==> src/rtl/match_flow_ctrl_pkg.sv <==
// Shared game-mode encoding and on-screen button boxes for the match sequencer.
package match_flow_ctrl_pkg;

  // PAUSED keeps its code even when pausing is not built in.
  typedef enum logic [2:0] {
    START     = 3'd0,
    COUNTDOWN = 3'd1,
    GAME      = 3'd2,
    ROUND_END = 3'd3,
    MATCH_END = 3'd4,
    PAUSED    = 3'd5
  } game_mode;

  localparam logic [11:0] PLAY_X_MIN = 12'd16;
  localparam logic [11:0] PLAY_X_MAX = 12'd1007;
  localparam logic [11:0] PLAY_Y_MIN = 12'd400;
  localparam logic [11:0] PLAY_Y_MAX = 12'd479;

  localparam logic [11:0] RECT_X_MIN = 12'd400;
  localparam logic [11:0] RECT_X_MAX = 12'd623;
  localparam logic [11:0] RECT_Y_MIN = 12'd600;
  localparam logic [11:0] RECT_Y_MAX = 12'd679;

  function automatic logic in_box(input logic [11:0] x, input logic [11:0] y,
                                  input logic [11:0] xmin, input logic [11:0] xmax,
                                  input logic [11:0] ymin, input logic [11:0] ymax);
    return (x >= xmin) && (x <= xmax) && (y >= ymin) && (y <= ymax);
  endfunction

endpackage

==> src/rtl/mouse_click_detect.sv <==
// Registers a mouse button level and emits a one-cycle pulse on its rising edge.
module mouse_click_detect (
  input  logic clk,
  input  logic rst,
  input  logic btn,
  output logic pulse
);

  logic btn_q;

  always_ff @(posedge clk) begin
    if (rst) begin
      btn_q <= 1'b0;
      pulse <= 1'b0;
    end else begin
      btn_q <= btn;
      pulse <= btn & ~btn_q;
    end
  end

endmodule

==> src/rtl/match_flow_ctrl.sv <==
// N-player match sequencer: lobby, countdown, rounds, scoring and winner screen.
// Optional right-button pause is built in when MATCH_FLOW_PAUSE_EN is defined.
//   state     | meaning
//   START     | lobby, waiting for a join click in the PLAY box
//   COUNTDOWN | pre-round countdown, count_left running down
//   GAME      | round in play, collisions knock players out
//   ROUND_END | result hold before next round or match end
//   MATCH_END | winner shown, RECT click returns to lobby
//   PAUSED    | round frozen (pause build only)
module match_flow_ctrl
  import match_flow_ctrl_pkg::*;
#(
  parameter int NUM_PLAYERS       = 2,
  parameter int WIN_ROUNDS        = 3,
  parameter int COUNTDOWN_CYCLES  = 65000000,
  parameter int ROUND_HOLD_CYCLES = 32500000,
  parameter int H_RES             = 1024
) (
  input  logic                                            clk,
  input  logic                                            rst,
  input  logic                                            mouse_left,
  input  logic                                            mouse_right,
  input  logic [11:0]                                     xpos,
  input  logic [11:0]                                     ypos,
  input  logic [NUM_PLAYERS-1:0]                          collision,
  output game_mode                                        mode,
  output logic [NUM_PLAYERS-1:0]                          local_player,
  output logic [NUM_PLAYERS-1:0]                          alive,
  output logic [NUM_PLAYERS*$clog2(WIN_ROUNDS+1)-1:0]     score,
  output logic [31:0]                                     count_left,
  output logic [$clog2(NUM_PLAYERS)-1:0]                  winner_id,
  output logic                                            winner_valid
);

  localparam int SW = $clog2(WIN_ROUNDS+1);
  localparam int WW = $clog2(NUM_PLAYERS);
  localparam logic [SW-1:0] WIN_SW    = SW'(WIN_ROUNDS);
  localparam logic [31:0]   CD_LOAD   = 32'(COUNTDOWN_CYCLES - 1);
  localparam logic [31:0]   HOLD_LOAD = 32'(ROUND_HOLD_CYCLES - 1);

  function automatic logic [3:0] popcount(input logic [NUM_PLAYERS-1:0] v);
    popcount = '0;
    for (int i = 0; i < NUM_PLAYERS; i++) popcount = popcount + 4'(v[i]);
  endfunction

  function automatic logic [WW-1:0] first_set(input logic [NUM_PLAYERS-1:0] v);
    first_set = '0;
    for (int i = NUM_PLAYERS-1; i >= 0; i--) if (v[i]) first_set = WW'(i);
  endfunction

  // Strip index is xpos*N/H_RES, found by threshold compares instead of a divider.
  function automatic logic [NUM_PLAYERS-1:0] strip_onehot(input logic [11:0] x);
    logic [31:0] xs;
    int          idx;
    xs  = 32'(x) * 32'(NUM_PLAYERS);
    idx = 0;
    for (int i = 1; i < NUM_PLAYERS; i++) if (xs >= 32'(i * H_RES)) idx = i;
    strip_onehot = NUM_PLAYERS'(1) << idx;
  endfunction

  game_mode                      state, state_nxt;
  logic                          click_l, click_r, pause_req;
  logic [NUM_PLAYERS-1:0]        local_nxt, alive_nxt, alive_hit, win_mask;
  logic [NUM_PLAYERS*SW-1:0]     score_nxt;
  logic [31:0]                   count_nxt, hold_cnt, hold_nxt;
  logic [WW-1:0]                 wid_nxt;
  logic                          wv_nxt;
  logic [3:0]                    hit_cnt;

  mouse_click_detect u_click_left (
    .clk   (clk),
    .rst   (rst),
    .btn   (mouse_left),
    .pulse (click_l)
  );

  mouse_click_detect u_click_right (
    .clk   (clk),
    .rst   (rst),
    .btn   (mouse_right),
    .pulse (click_r)
  );

`ifdef MATCH_FLOW_PAUSE_EN
  // A collision in the same cycle wins over the pause request.
  assign pause_req = click_r & ~(|collision);
`else
  logic unused_right;
  assign unused_right = click_r;
  assign pause_req    = 1'b0;
`endif

  assign mode      = state;
  assign alive_hit = alive & ~collision;
  assign hit_cnt   = popcount(alive_hit);

  always_comb begin
    win_mask = '0;
    for (int i = 0; i < NUM_PLAYERS; i++) win_mask[i] = (score[i*SW +: SW] == WIN_SW);
  end

  always_comb begin
    state_nxt = state;
    local_nxt = local_player;
    alive_nxt = alive;
    score_nxt = score;
    count_nxt = count_left;
    hold_nxt  = hold_cnt;
    wid_nxt   = winner_id;
    wv_nxt    = winner_valid;
    case (state)
      START: begin
        if (click_l && in_box(xpos, ypos, PLAY_X_MIN, PLAY_X_MAX, PLAY_Y_MIN, PLAY_Y_MAX)) begin
          local_nxt = strip_onehot(xpos);
          score_nxt = '0;
          count_nxt = CD_LOAD;
          state_nxt = COUNTDOWN;
        end
      end
      COUNTDOWN: begin
        if (count_left == 32'd0) begin
          alive_nxt = '1;
          state_nxt = GAME;
        end else begin
          count_nxt = count_left - 32'd1;
        end
      end
      GAME: begin
        if (pause_req) begin
          state_nxt = PAUSED;
        end else begin
          alive_nxt = alive_hit;
          if (hit_cnt <= 4'd1) begin
            state_nxt = ROUND_END;
            hold_nxt  = HOLD_LOAD;
            if (hit_cnt == 4'd1) begin
              for (int i = 0; i < NUM_PLAYERS; i++)
                if (alive_hit[i] && score[i*SW +: SW] != WIN_SW)
                  score_nxt[i*SW +: SW] = score[i*SW +: SW] + SW'(1);
            end
          end
        end
      end
      ROUND_END: begin
        if (hold_cnt == 32'd0) begin
          if (|win_mask) begin
            wid_nxt   = first_set(win_mask);
            wv_nxt    = 1'b1;
            state_nxt = MATCH_END;
          end else begin
            count_nxt = CD_LOAD;
            state_nxt = COUNTDOWN;
          end
        end else begin
          hold_nxt = hold_cnt - 32'd1;
        end
      end
      MATCH_END: begin
        if (click_l && in_box(xpos, ypos, RECT_X_MIN, RECT_X_MAX, RECT_Y_MIN, RECT_Y_MAX)) begin
          local_nxt = '0;
          score_nxt = '0;
          alive_nxt = '0;
          wid_nxt   = '0;
          wv_nxt    = 1'b0;
          state_nxt = START;
        end
      end
      PAUSED: begin
`ifdef MATCH_FLOW_PAUSE_EN
        if (click_r) state_nxt = GAME;
`else
        state_nxt = START;
`endif
      end
      default: state_nxt = START;
    endcase
  end

  always_ff @(posedge clk) begin
    if (rst) begin
      state        <= START;
      local_player <= '0;
      alive        <= '0;
      score        <= '0;
      count_left   <= '0;
      hold_cnt     <= '0;
      winner_id    <= '0;
      winner_valid <= 1'b0;
    end else begin
      state        <= state_nxt;
      local_player <= local_nxt;
      alive        <= alive_nxt;
      score        <= score_nxt;
      count_left   <= count_nxt;
      hold_cnt     <= hold_nxt;
      winner_id    <= wid_nxt;
      winner_valid <= wv_nxt;
    end
  end

endmodule

==> config.mk <==
export PLATFORM = sky130hd
export DESIGN_NAME = match_flow_ctrl
export DESIGN_NICKNAME = d
export VERILOG_FILES = /design/src/rtl/match_flow_ctrl_pkg.sv /design/src/rtl/mouse_click_detect.sv /design/src/rtl/match_flow_ctrl.sv
export SDC_FILE = /design/constraint.sdc
export NUM_CORES = 1
export LEC_CHECK = 0
export ABC_AREA = 1
export CAP_MARGIN = 20
export CORE_MARGIN = 2
export CORE_UTILIZATION = 40
export DETAILED_ROUTE_END_ITERATION = 6
export GPL_ROUTABILITY_DRIVEN = 0
export SETUP_SLACK_MARGIN = 0.15
export SLEW_MARGIN = 20
export SYNTH_ARGS = -nofsm -noshare
export SYNTH_HDL_FRONTEND = slang
export SYNTH_HIERARCHICAL = 1
export SYNTH_SLANG_ARGS = --single-unit
==> constraint.sdc <==
create_clock -name clk -period 2.6 [get_ports clk]
set_input_delay 0.65 -clock clk [delete_from_list [all_inputs] [get_ports clk]]
set_output_delay 0.65 -clock clk [all_outputs]
set_load 0.05 [all_outputs]
Word level (Yosys, flattened, before mapping)

Index checks and enable logic that the tools add are counted.

Word-level logic and storage cells: 119
Output and inout bits: 45
Bits in registers: 79
Input port bits: 30

Eq/ne operators: 21
Add/subtract/negate cells: 5
Multiplexer cells: 39
Reductions and logical operators: 28
Bitwise gates (word level): 4
Shifts and indexed selects: 1
$lt $le $gt $ge: 10

Operators with widths:

| operator                                                                               | count |
|---|---|
| 32-bit two-way mux                                                                     | 8 |
| 32-bit case mux with 3 select lines                                                    | 1 |
| 32-bit zero test                                                                       | 2 |
| 32-bit case mux with 2 select lines                                                    | 1 |
| 32-bit by 1-bit subtractor with 32-bit output (second input constant)                  | 2 |
| 12-bit by 10-bit <= comparator with 1-bit output (second input constant)               | 3 |
| 1-bit by 32-bit left shift with 2-bit output (first input constant)                    | 1 |
| 2-bit inequality test (second input constant)                                          | 14 |
| 12-bit by 9-bit greater-or-equal comparator with 1-bit output (second input constant)  | 2 |
| 3-bit two-way mux                                                                      | 6 |
| 4-bit two-way mux                                                                      | 4 |
| 3-bit case mux with 5 select lines                                                     | 1 |
| 13-bit by 11-bit greater-or-equal comparator with 1-bit output (second input constant) | 1 |
| 12-bit by 10-bit greater-or-equal comparator with 1-bit output (second input constant) | 1 |
| 12-bit by 5-bit greater-or-equal comparator with 1-bit output (second input constant)  | 1 |
| 12-bit by 9-bit <= comparator with 1-bit output (second input constant)                | 1 |
| 4-bit case mux with 3 select lines                                                     | 1 |
| 6-bit AND reduction                                                                    | 2 |
| 1-bit logical AND                                                                      | 10 |
| 2-bit two-way mux                                                                      | 5 |
| 5-bit AND reduction                                                                    | 2 |
| 3-bit AND reduction                                                                    | 3 |
| 3-bit nonzero test                                                                     | 3 |
| 1-bit two-way mux                                                                      | 8 |
| other kinds (19)                                                                       | 25 |

Logic depth before layout (Yosys ltp)

Gate-level depths: netlist of run 1.

Word-level depth: 10
Depth in mapped cells: 13
Gate-level depth less buffers: 13

Hierarchy

The synthesis of run 1 kept the hierarchy.

By module, submodules not included:

| module             | cells an instance | sequential area each (um^2) | area each (um^2) | times used |
|---|---|---|---|---|
| match_flow_ctrl    | 833               | 1541.5                      | 5006.1           | 1 |
| mouse_click_detect | 6                 | 40.0                        | 60.1             | 1 |

Worst setup path after synthesis of run 1

No wires, ideal clock.

Path kind: flip-flop to flip-flop
From: reg count_left[0]
To: reg count_left[26]
Buffers on the path: 1
Data arrival time: 2043 ps
Library setup time: 132 ps
Path slack: 425 ps
Clock period less this slack: 2175 ps
Data required time: 2468 ps
Stages on the path, launching flop included: 14
Path through: dfxtp_1 -> inv_1 -> ha_1 -> nand2_1 -> nor2_2 -> nand2_1 -> nor2_1 -> nand2_1 -> nand2_2 -> nor2_1 -> nand2_2 -> buf_4 -> nand2_1 -> a21oi_1

Cells in the longest elaborated chain, start to end: 3
Elaborated cells on any way between the ends: 6
Classes of those cells: 1 x add/sub; 1 x eq/ne; 2 x mux; 2 x reduce/logical

Ends and longest elaborated chain:

| what                                                                              | line                                           | source |
|---|---|---|
| start, declared                                                                   | match_flow_ctrl.sv:30                          | `output logic [31:0] count_left,` |
| start signal, assigned                                                            | match_flow_ctrl.sv:194                         | `count_left <= count_nxt;` |
| 32-bit by 1-bit subtractor with 32-bit output or 32-bit zero test (tied branches) | match_flow_ctrl.sv:125, match_flow_ctrl.sv:121 |  |
| 32-bit two-way mux or 2-bit inequality test (tied branches)                       | -                                              |  |
| 32-bit case mux with 3 select lines or 5-bit AND reduction (tied branches)        | -                                              |  |

Several ways; a longest one is shown, not always the timed one. The select of a mux whose other input is x is not followed.
A chain may end at the register's enable or synchronous reset.

Worst setup path in the final report of run 1

From: reg count_left[11]
To: out count_left[11]

No word-level cell between the ends.

==> flow_summary.yaml, run 1 <==
run_status:
  run_status: "finished clean"
worst_setup_path:
  timing.critical_path.from_type: "flip-flop"
  critPathMaxFanout: 6
  timing.rr.start: "hold_cnt[0]$_SDFFE_PP0P_"
  worst_ep_arrival_time_ns: 1.69
  critPathBufInv: 1
  slowest_library_cell_on_the_worst_path: "clkdlybuf4s50_1"
  critical_path.cell_chain: "clkdlybuf4s50_1"
  worst_path_largest_cell_delay_ns: 0.86
  critical_path.top_delay_family: "buffers and inverters"
  r2r_setup_slack_ns: 0.39
  critPathRequiredTime_ns: 1.95
  r2r-end: "count_left[25]$_SDFFE_PP0P_"
  r2r_cells: 12
  timing.critical_path.to_type: "primary output"
  critPathKind: "reg2out"
clocking:
  clk_transition_reported_paths_ns: 0.06
  clk_latency_ns: 0.35
  clk_root_buffer_cell: "clkbuf_16"
  cts.hold.buffers_added: 0
  numCtsBuffers: 9
  cts-htree-levels: 3
  clock_path_buffers: 2
  cts_num_sinks: 79
  tritoncts_clock_tree: "built"
routing:
  drtPass1Iterations: 4
  route.detailed.wl_per_inst_um: 13.0
  route.detailed.drc: 0
  ant_nets: 0
  drt_wl_total_mm: 14.3
  routed-via-count: 5526
  drt_iter0_drc: 271
  routed_via_density: 5.05
sta:
  period_share_pct: 90.0
  clock_skew_ns: 0.00970
  worstMarginPinSlew_ns: 0.628
  finalHoldViolations: 0
  timing.final.crit_period_ns: 2.34
  setup_slack_of_the_critical_path_after_layout_ns: 0.259
  slew_viol_final: 0
  max_freq_mhz: 427
  setup_viol: 0
  timing.setup.tns_ns: 0
  rsz_0062_raised_after_global_routing: "false"
  slew_headroom_pct: 58.2
synthesis:
  synth.net_count: 874
  post_synthesis_cells: 839
  yosys_register_bits: 79
  syn_area_sq_um: 5070
  yosysWarningCount: 6
  synth_cell_type_count: 31
  post_synth.cell_area_avg_sq_um: 6.04
  synth-seq-area-share_pct: 31.2
cells_and_area:
  fin_cells: 1095
  nNetsFinal: 953
  finalInstanceArea_sq_um: 6440
  diodes: 0
  layout-drive-gt1-share_pct: 8.23
  layout.core_utilization_pct: 51.5
  syn2layout_area_growth_pct: 27.2
power:
  power-per-cell-area_nw_per_um2: 1630
  p_leak_uw: 0.00277
  worst_ir_drop_vdd_v: 0.000805
floorplan:
  fp-row-count: 41
  die_ar_sq_um: 13600
  floorplan.initialDensity_pct: 40.5
  die_h_um: 117
  die_w_um: 117
  floorplan.core_area_sq_um: 12500
  io-pin-count: 75
min_path:
  min_delay_endpoint: "u_click_left/pulse$_SDFF_PP0_"
  min_delay_path_depth: 1
  hp-start: "u_click_left/btn_q$_SDFF_PP0_"
  hold_path_class: "reg2reg"
grt:
  first_global_vias: 5228
  grt_first_pass_wirelength_mm: 23.8
  grt_max_degree: 59
  grt_overflow: 0
  gr-usage-all-layers_pct: 22.0
  grt_antenna_before_repair: 0
placed_design:
  detailed_place.area_sq_um: 6060
  dpl.cell_count: 1079
  hpwlAfterDp_mm: 10.8
  dp_worst_setup_slack_ns: -0.0593
  port_bufs: 69
flow_run:
  timing.max_cap.violations: 0
cell usage in the layout (no fill, tap or decap), types with 16 or more instances in the layout:
cell type	synthesis	routed
or2_2	16	16
a21oi_1	66	66
buf_4	4	17
nand2_1	241	240
inv_1	66	66
o21ai_0	21	21
nor2_1	169	166
nand4_1	19	19
nand3_1	64	63
clkdlybuf4s50_1	0	68
dfxtp_1	79	79
metrics by stage:
step                      hold slack, ns  total power [uW]
after floorplan                    0.382              7040
after CTS                          0.405             10500
after global placement             0.391              8840
after global routing               0.418             11500
after detailed placement           0.393              8940
final                              0.402             10500
final cells by class:
type | count | area, sq um
Tap cell | 172 | 215
Multi-Input combinational cell | 670 | 3130
Inverter | 68 | 255
Clock buffer | 9 | 225
Timing Repair Buffer | 90 | 893
Sequential cell | 79 | 1580
Fill cell | 1329 | 6070
Clock inverter | 7 | 145
registers in the layout, summed over array words and instances, names as in the netlist:
register            cells
score                   4
alive                   2
count_left             32
hold_cnt               32
winner_id               1
winner_valid            1
mode                    3
u_click_left/btn_q      1
local_player            2
u_click_left/pulse      1
report_power, final:
| part | switching [uW] | total (uW) | internal (uW) |
|---|---|---|---|
| clock | 526 | 1560 | 1040 |
| combinational | 4470 | 6910 | 2440 |
| sequential | 448 | 2050 | 1600 |
| total | 5440 | 10500 | 5080 |
per-layer routing:
layer,global-route usage [%],share of wire (%),up-vias
li1,-,-,2851
met3,6.18,6.2,22
met1,26.7,45,2520
met4,7.22,1.7,0
met2,37.9,47,133
met5,0,0,-
how the worst max path moves through the flow:
stage | start | end | slack, ns | cells past startpoint
3_5_place_dp | ypos[10] | mode[1]$_SDFFE_PP0P_ | -0.06 | 11
4_1_cts | count_left[11]$_SDFFE_PP0P_ | count_left[11] | 0.24 | 1
5_1_grt | mode[2]$_SDFFE_PP0P_ | mode[2] | 0.19 | 1
6_report | count_left[11]$_SDFFE_PP0P_ | count_left[11] | 0.26 | 1
2_1_floorplan | count_left[0]$_SDFFE_PP0P_ | count_left[26]$_SDFFE_PP0P_ | 0.42 | 13
3_3_place_gp | xpos[11] | mode[1]$_SDFFE_PP0P_ | 0.02 | 12
Yosys cell counts:
library cell | count | area share [%]
nand3_1 | 64 | 6.3
dfxtp_1 | 79 | 31
buf_2 | 3 | 0.30
o22ai_1 | 2 | 0.25
nor3_4 | 1 | 0.32
nand3b_1 | 3 | 0.44
nor3_1 | 7 | 0.69
a211oi_1 | 1 | 0.15
nor2_2 | 5 | 0.62
nor3b_1 | 4 | 0.59
inv_2 | 2 | 0.15
buf_4 | 4 | 0.59
o31ai_1 | 3 | 0.44
xor2_1 | 13 | 2.2
o21bai_1 | 1 | 0.15
o21ai_4 | 1 | 0.32
a21oi_1 | 66 | 6.5
a31oi_1 | 4 | 0.49
nor2_1 | 169 | 13
o21ai_0 | 21 | 2.1
nand2_2 | 6 | 0.74
nand2_1 | 241 | 18
xnor2_1 | 15 | 2.6
ha_1 | 5 | 1.2
nand4_1 | 19 | 2.3
inv_1 | 66 | 4.9
buf_6 | 2 | 0.44
or2_2 | 16 | 2.0
clkbuf_1 | 13 | 0.96
nor2_4 | 2 | 0.44
o21ai_1 | 1 | 0.099
what timing repair did:
action | CTS | global route
endpoints found under the setup margin | 0 | 14
resized for setup | 0 | 5
buffers inserted | 0 | 0
kinds of logic after synthesis:
kind of cell | after synthesis | share of synthesized area [%]
XOR/XNOR | 28 | 4.84
buffers and inverters | 90 | 7.34
AO/OA/AOI/OAI | 100 | 10.5
AND/OR/NAND/NOR | 537 | 44.9
flip-flops | 79 | 31.2
adder cells (fa/ha/maj) | 5 | 1.23
Power figures use the tool's default switching activity.
==> run 2, diff against run 1 <==
--- a/config.mk
+++ b/config.mk
@@ -6,11 +6,14 @@
 export NUM_CORES = 1
 export LEC_CHECK = 0
 export ABC_AREA = 1
+export ABC_CLOCK_PERIOD_IN_PS = 2600
 export CAP_MARGIN = 20
 export CORE_MARGIN = 2
 export CORE_UTILIZATION = 40
 export DETAILED_ROUTE_END_ITERATION = 6
 export GPL_ROUTABILITY_DRIVEN = 0
+export PLACE_DENSITY = 0.63
+export RECOVER_POWER = 50
 export SETUP_SLACK_MARGIN = 0.15
 export SLEW_MARGIN = 20
 export SYNTH_ARGS = -nofsm -noshare
==> flow_summary.yaml, run 2 (synthesized netlist as in run 1, its figures left out) <==
clocking:
  cts-htree-levels: 3
  cts-resized-gates: 0
  clk_root_buffer_cell: "clkbuf_16"
  clk_transition_reported_paths_ns: 0.06
  post_cts_buffers: 0
  clk_latency_ns: 0.35
  clock_path_buffers: 2
  cts_num_sinks: 79
  cts.hold.buffers_added: 0
  tritoncts_clock_tree: "built"
  numCtsBuffers: 9
sta:
  max_freq_mhz: 426
  rsz_0062_raised_after_global_routing: "false"
  finalHoldViolations: 0
  clock_skew_ns: 0.00597
  worstMarginPinSlew_ns: 1.22
  slew_headroom_pct: 18.5
  slew_viol_final: 0
  timing.final.crit_period_ns: 2.35
  timing.hold.ws_ns: 0.394
  setup_viol: 0
  period_share_pct: 90.4
  timing.setup.tns_ns: 0
  setup_slack_of_the_critical_path_after_layout_ns: 0.251
worst_setup_path:
  critPathRequiredTime_ns: 1.95
  worst_ep_arrival_time_ns: 1.70
  critPathKind: "reg2out"
  timing.critical_path.to_type: "primary output"
  worst_path_largest_cell_delay_ns: 0.91
  slowest_library_cell_on_the_worst_path: "dlygate4sd3_1"
  timing.critical_path.from_type: "flip-flop"
  critPathBufInv: 1
  critPathMaxFanout: 6
  critical_path.top_delay_family: "buffers and inverters"
  critical_path.cell_chain: "dlygate4sd3_1"
  r2r_setup_slack_ns: 0.32
power:
  power.share.combinational_pct: 66.9
  clk_pwr_share_pct: 12.9
  p_leak_uw: 0.00285
  worst_ir_drop_vdd_v: 0.000817
  total_net_switching_power_uw: 5380
  power_switching_share_pct: 53.2
  power.sequential.fraction_pct: 20.2
  power.total_uw: 10100
  power.internal_uw: 4740
  power-per-cell-area_nw_per_um2: 1590
floorplan:
  die_ar_sq_um: 13600
  floorplan.initialDensity_pct: 40.5
  die_h_um: 117
  floorplan.core_area_sq_um: 12500
  die_w_um: 117
  fp-row-count: 41
  io-pin-count: 75
cells_and_area:
  most_used_cells_in_the_layout_excluding_fill_and_tap_cells: "nand2_1, nor2_1, dfxtp_1"
  layout-drive-gt1-share_pct: 7.68
  diodes: 0
  nNetsFinal: 954
  largestRegisters: "count_left: 32 flops, hold_cnt: 32 flops, score: 4 flops"
  final_common_cell: "nand2_1"
  syn2layout_area_growth_pct: 25.5
grt:
  groute.layer.met1.usage_pct: 28.1
  grtUsageMet3_pct: 3.48
  grt_first_pass_wirelength_mm: 23.1
  gr-usage-all-layers_pct: 21.2
  grt_antenna_before_repair: 0
  first_global_vias: 4929
  grt_max_degree: 59
  grt_overflow: 0
  grt_busiest_layer: "met2"
  use_met2_pct: 34.9
placed_design:
  port_bufs: 69
  hpwlAfterDp_mm: 10.4
  dp_worst_setup_slack_ns: -0.0207
min_path:
  hold_path_class: "reg2reg"
routing:
  routed-via-count: 5345
  route.detailed.wl_per_inst_um: 12.6
  route.detailed.drc: 0
  drt_wl_total_mm: 13.8
  drt_iter0_drc: 307
  ant_nets: 0
  routed_via_density: 4.88
  drtPass1Iterations: 5
flow_run:
  timing.max_cap.violations: 0
run_status:
  run_status: "finished clean"
run 2: power groups by stage:
| stage | logic (uW) | clock network, uW | registers (uW) |
|---|---|---|---|
| final | 6770 | 1310 | 2040 |
| after global routing | 7640 | 1380 | 2110 |
| after CTS | 6840 | 1340 | 2050 |
| after detailed placement | 6800 | 0 | 2070 |
| after global placement | 6760 | 0 | 2070 |
| after floorplan | 4310 | 0 | 2730 |
run 2: cell type report:
type,instances,area [sq um]
fill,1336,6160
multi-input combinational,670,3120
sequential,79,1580
timing repair buffer,91,882
inverter,68,255
clock buffer,11,253
tap,172,215
clock inverter,5,56.3
run 2: worst register-to-register path: cells and delay by family, from the launching register on:
family,cells,cell delay (ns)
and+or+nand+nor,7,1.00
AOI/OAI and AO/OA,2,0.34
DFF,1,0.30
buffers and inverters,2,0.27
adders and majority gates,1,0.20
run 2: path summary, 6_finish.rpt:
check                                                    from                            end  cells after the start
worst max-delay path               count_left[9]$_SDFFE_PP0P_                  count_left[9]                      1
worst min-delay path            u_click_left/btn_q$_SDFF_PP0_  u_click_left/pulse$_SDFF_PP0_                      1
worst max register to register       hold_cnt[0]$_SDFFE_PP0P_     count_left[2]$_SDFFE_PP0P_                     12
worst min register to register  u_click_left/btn_q$_SDFF_PP0_  u_click_left/pulse$_SDFF_PP0_                      1
run 2: routing by layer:
layer / up-vias / share of wire (%) / wire length [um]
met1: 2377 / 49 / 6760
met5: - / 0 / 0
met3: 22 / 3.9 / 535
met4: 0 / 2.2 / 307
li1: 2853 / - / -
met2: 93 / 45 / 6190
run 2: per-stage QoR:
| stage | cell area [sq um] | cells | util [%] |
|---|---|---|---|
| after floorplan | 5070 | 839 | - |
| after global placement | 6050 | 1080 | 48.4 |
| after detailed placement | 6050 | 1080 | 48.4 |
| after CTS | 6360 | 1096 | 50.8 |
| after global routing | 6360 | 1096 | 50.8 |
| final | 6360 | 1096 | 50.8 |
==> run 3, diff against run 2 <==
--- a/config.mk
+++ b/config.mk
@@ -15,6 +15,7 @@
 export PLACE_DENSITY = 0.63
 export RECOVER_POWER = 50
 export SETUP_SLACK_MARGIN = 0.15
+export SKIP_LAST_GASP = 1
 export SLEW_MARGIN = 20
 export SYNTH_ARGS = -nofsm -noshare
 export SYNTH_HDL_FRONTEND = slang
==> results of run 3 <==
The final DEF is identical to that of run 2; final timing and power are the same.
